### src/rtl/comp_pkg.sv
`default_nettype none
// ============================================================================
// Module      : comp_pkg
// Description : Shared types and constants for the comp_2_bit magnitude
//               comparator and its cascade cell.
//                 cmp_res_t     - one-hot result, packed as {Eq, Lt, Gt}
//                 CMP_MAX_WIDTH - widest operand the comparator supports
//                 CMP_RESET_RES - result register value before any sample
// Revision    : 1.0 - initial release
// ============================================================================
package comp_pkg;

  typedef enum logic [2:0] {
    EQ = 3'b100,
    LT = 3'b010,
    GT = 3'b001
  } cmp_res_t;

  localparam int          CMP_MAX_WIDTH = 16;
  localparam logic [2:0]  CMP_RESET_RES = 3'b000;

endpackage : comp_pkg
`default_nettype wire

### src/rtl/comp_cell.sv
`default_nettype none
// ============================================================================
// Module      : comp_cell
// Description : One-bit stage of an MSB-first magnitude compare cascade.
//               A stage that sees an undecided upstream and a differing bit
//               pair makes the decision; otherwise it forwards upstream.
// Ports       : a, b     - operand bits for this position
//               invert   - 1 on the sign bit of a two's-complement compare
//               dec_in   - upstream already decided
//               res_in   - upstream result ({Eq,Lt,Gt}, EQ when undecided)
//               dec_out  - decided at or above this position
//               res_out  - result at or above this position
// Revision    : 1.0 - initial release
// ============================================================================
module comp_cell
  import comp_pkg::*;
(
  input  logic       a,
  input  logic       b,
  input  logic       invert,
  input  logic       dec_in,
  input  logic [2:0] res_in,
  output logic       dec_out,
  output logic [2:0] res_out
);

  always_comb begin
    dec_out = dec_in;
    res_out = res_in;
    if (!dec_in && (a != b)) begin
      dec_out = 1'b1;
      // On the sign bit a 1 means negative, so the winner flips.
      res_out = (a ^ invert) ? GT : LT;
    end
  end

endmodule : comp_cell
`default_nettype wire

### src/rtl/comp_2_bit.sv
`default_nettype none
// ============================================================================
// Module      : comp_2_bit
// Description : Registered magnitude comparator. A and B are sampled on a
//               rising clk edge with in_valid high; one-hot Eq/Lt/Gt and a
//               one-cycle out_valid follow one cycle later. Flags hold while
//               in_valid is low.
// Ports       : clk       - rising-edge clock
//               rst_n     - asynchronous active-low reset
//               A, B      - WIDTH-bit operands
//               in_valid  - sample A/B on this edge
//               Eq/Lt/Gt  - registered compare result of A relative to B
//               out_valid - flags reflect a newly sampled pair
// Parameters  : WIDTH  - operand width, 1..CMP_MAX_WIDTH
//               SIGNED - 0 unsigned, 1 two's-complement
// Revision    : 1.0 - initial release
// ============================================================================
module comp_2_bit
  import comp_pkg::*;
#(
  parameter int WIDTH  = 2,
  parameter int SIGNED = 0
) (
  input  logic             clk,
  input  logic             rst_n,
  input  logic [WIDTH-1:0] A,
  input  logic [WIDTH-1:0] B,
  input  logic             in_valid,
  output logic             Eq,
  output logic             Lt,
  output logic             Gt,
  output logic             out_valid
);

  // Chain index WIDTH is the cascade head; index 0 is the final result.
  logic [WIDTH:0] w_dec_chain;
  logic [2:0]     w_res_chain [WIDTH:0];

  assign w_dec_chain[WIDTH] = 1'b0;
  assign w_res_chain[WIDTH] = EQ;

  generate
    for (genvar i = 0; i < WIDTH; i++) begin : g_cell
      localparam logic C_INVERT = (SIGNED != 0) && (i == WIDTH - 1);

      comp_cell u_cell (
        .a       (A[i]),
        .b       (B[i]),
        .invert  (C_INVERT),
        .dec_in  (w_dec_chain[i+1]),
        .res_in  (w_res_chain[i+1]),
        .dec_out (w_dec_chain[i]),
        .res_out (w_res_chain[i])
      );
    end
  endgenerate

  logic [2:0] res_d;
  logic [2:0] res_q;
  logic       valid_d;
  logic       valid_q;

  always_comb begin
    res_d   = res_q;
    valid_d = in_valid;
    if (in_valid) begin
      res_d = w_res_chain[0];
    end
  end

  always_ff @(posedge clk or negedge rst_n) begin
    if (!rst_n) begin
      res_q   <= CMP_RESET_RES;
      valid_q <= 1'b0;
    end else begin
      res_q   <= res_d;
      valid_q <= valid_d;
    end
  end

  assign {Eq, Lt, Gt} = res_q;
  assign out_valid    = valid_q;

endmodule : comp_2_bit
`default_nettype wire

### config.mk
export PLATFORM = sky130hd
export DESIGN_NAME = comp_2_bit
export DESIGN_NICKNAME = d
export VERILOG_FILES = /design/src/rtl/comp_pkg.sv /design/src/rtl/comp_cell.sv /design/src/rtl/comp_2_bit.sv
export SDC_FILE = /design/constraint.sdc
export NUM_CORES = 1
export LEC_CHECK = 0
export ABC_AREA = 1
export CAP_MARGIN = 10
export CORE_AREA = 4 4 41 43
export CTS_BUF_LIST = sky130_fd_sc_hd__clkbuf_4 sky130_fd_sc_hd__clkbuf_8
export DETAILED_ROUTE_END_ITERATION = 10
export DIE_AREA = 0 0 45 47
export PLACE_DENSITY = 0.5
export SETUP_SLACK_MARGIN = 0.1
export SYNTH_ARGS = -nofsm -noshare
export SYNTH_HDL_FRONTEND = slang
export SYNTH_SLANG_ARGS = --single-unit
### constraint.sdc
create_clock -name clk -period 0.8 [get_ports clk]
set_input_delay 0.16 -clock clk [delete_from_list [all_inputs] [get_ports clk]]
set_output_delay 0.16 -clock clk [all_outputs]
set_load 0.05 [all_outputs]
==> summary.md <==
| Metric | Value |
|---|---|
| Register area share after synthesis | 0.440 |
| Relative slew slack | 0.878 |
| GRT Util Overall | 0.0649 |
| Post-synthesis cell area | between 200 and 250 um2 |
| Crit end category | output pin |
| RSZ-0062 raised after global routing | true |
| Final setup TNS | -0.618 ns |
| ANT nets after route | 0 |
| Status | finished with violations |
| Via-to-Cell Ratio | 3.86 |
| Synthesized instance count | 29 |
| Synth Area in Simple Gates | 0.297 |
| Arr. time, crit path | 0.80 ns |
| Deepest level of the CTS H-tree | 1 |
| CTS max path bufs | 2 |
| Synth area leader | dfrtp_1 |
| Layout cells sized above 1 | 0.512 |
| Top cells by count, synth | nand2_1 (10), inv_1 (6), dfrtp_1 (4) |
| Die Height | ~47 um |
| Endpoints failing hold | 0 |
| MaxCap Viol Count | 0 |
| Max Slew Vio Count | 0 |
| CP cell instances | buf_12 |
| Final setup margin | -0.164 ns |
| Failing checks | negative setup slack |
| Worst VDD drop | 0.000392 V |
| Final setup vio count | 4 |
| Worst EP required | 0.64 ns |
| Drt total wl | 505 um |
| Post-synthesis compound-gate area fraction | 0.0385 |
| Top cell type's share of synthesized area | 0.440 |
| DRT Pass-1 Iters | 2 |
| Distinct cells, synth | 10 |
| Crit-path max FO | 2 |
| Post-Layout Cell Count | 58 |
| Min Hold Slack | 0.126 ns |
| Synth-to-Final Area Change | 95.6% |
| Period utilization | 1.21 |
| Leading cell type by number of instances after synthesis | nand2_1 |
| CTS tree | done |
| Post-synth top flop | dfrtp_1 |
| PortBufs | 10 |
| LEAKAGE | 0.227 nW |
| Via Count | ~220 |
| CTS Sinks | 4 |
| Post-synthesis mux area share | 0 |
| Row count | 13 |
| Vias in the first global route | 198 |
| Die area | 2120 um2 |
| # IOs | 11 |
| Reg clk slew, reported paths | 0.04 ns |
| Synth top area cells | dfrtp_1 (44%), nand2_1 (16%), ha_1 (11%), inv_1 (9.9%), nand3_1 (4.4%) |
| Antenna cell count | 0 |
| Kind of critical path | flip-flop to output pin |
| TritonCTS Buffers | 3 |
| Adder-cell share of the synthesized area | 0.110 |
| Clock latency at the later pin of the worst-skew pair | 0.24 ns |
| Slowest CP cell | dfrtp_2 |
| DR WL/cell | ~8.7 um |
| First-pass GRT wire length | 814 um |
| GPL Wtd Cong | 0.685 |
| Total gr overflow | 0 |
| Clock root cell | clkbuf_4 |
| Synth warn | 0 |
| XOR/XNOR Fraction of Synth Area | 0 |
| Worst Path Buf+Inv | 1 |
| Crit path launch type | flip-flop |
| # DRC | 0 |
| Place WS | -0.671 ns |
| Final net count | 54 |
| Max stage delay on crit path | around 0.42 ns |
| Fin util | 0.342 |
| Slew @ Worst Pin | 0.183 ns |
| Post-synth EDFFs | 0 |
| Mean post-synth cell area | just under 8 um2 |
| Synth async-reset ratio | 1.00 |
| Initial core utilization | 0.175 |
| Iteration-0 DRC Markers | 7 |
| Mapped Nets | 38 |
| Worst min path class | input pin to async pin |
| Peak Freq | 1040 MHz |
| Antenna violations before repair | 0 |
| Largest net degree at the start of global routing | 6 |
| Die Wd | 45 um |
| Largest family of logic cells by synthesized area | simple AND/OR/NAND/NOR gates |
| Final Critical Period | 0.964 ns |
| CP top delay family | flip-flops |
| Flops & latches, synth | 4 |
| Clock skew | 0 ns |
| Inst Count DP | 54 |
| Core footprint | 1300 um2 |
| PD cells | 1740 nW/um2 |
| Post-DP HPWL | 415 um |
metal layers:
metal / share of wire / vias up / wire length, um / track usage
met5: 0 / - / 0 / 0
met4: 0.077 / 0 / 39 / 0.140
met3: 0.12 / 4 / 60 / 0.0153
met2: 0.45 / 14 / 228 / 0.0847
met1: 0.35 / 91 / 177 / 0.0549
li1: - / 115 / - / -
kinds of logic after synthesis:
kind of cell | after synthesis
simple gates | 15
flops | 4
compound gates | 1
buf+inv | 7
fa+ha+maj | 2
power by group:
group	internal, mW	total [mW]	switching [mW]
combinational	0.138	0.277	0.138
sequential	0.228	0.248	0.0205
clock	0.168	0.252	0.0837
total	0.534	0.777	0.243
worst reg2reg max path, cell delays in order, from the launching register on:
cell,delay (ns)
dfrtp_2,0.41
buf_4,0.13
nand2_1,0.05
nand2_1,0.05
worst paths after layout:
check / start / to / slack, ns / cells past startpoint
worst max-delay path: res_q[0] / Gt / -0.16 / 1
min in group clk: in_valid / out_valid / 0.28 / 1
worst min-delay path: rst_n / res_q[1] / 0.13 / 1
max in group asynchronous: rst_n / res_q[2] / 0.49 / 1
worst min register to register: res_q[2] / res_q[2] / 0.50 / 2
worst max register to register: res_q[1] / res_q[1] / 0.04 / 3
registers in the layout (all words and copies together), names as in the netlist:
signal / cells
out_valid: 1
res_q: 3
metrics by stage:
stage	total power, mW	cell area (um2)
6_report	0.777	445
5_1_grt	0.817	445
4_1_cts	0.785	434
3_5_place_dp	0.525	417
3_3_place_gp	0.522	417
2_1_floorplan	0.375	258
cells in the final DEF, fill, tap and decap left out:
master / Yosys / final
ha_1: 2 / 1
inv_2: 1 / 2
clkdlybuf4s50_1: 0 / 1
clkbuf_4: 0 / 3
buf_4: 0 / 1
dlygate4sd2_1: 0 / 3
buf_12: 0 / 4
a21oi_2: 1 / 1
nand3_1: 2 / 1
inv_8: 0 / 1
inv_1: 6 / 4
ha_4: 0 / 1
nand2_2: 1 / 1
nand2_1: 10 / 10
buf_6: 0 / 2
nor2_1: 1 / 1
nand3_2: 1 / 2
dfrtp_2: 0 / 4
area by class of cell:
class	count	area (um2)
Fill cell	139	856
Timing Repair Buffer	11	146
Multi-Input combinational cell	18	119
Sequential cell	4	105
Inverter	7	33.8
Clock buffer	3	22.5
Tap cell	15	18.8
timing repair:
action / in CTS / in global routing
pin swaps: 2 / 2
hold endpoints to repair: 0 / 0
resized for setup: 15 / 1
hold buffers: 0 / 0
buffers inserted: 0 / 1
gates cloned: 0 / 0
setup endpoints to repair: 7 / 6
Power figures use the tool's default switching activity.
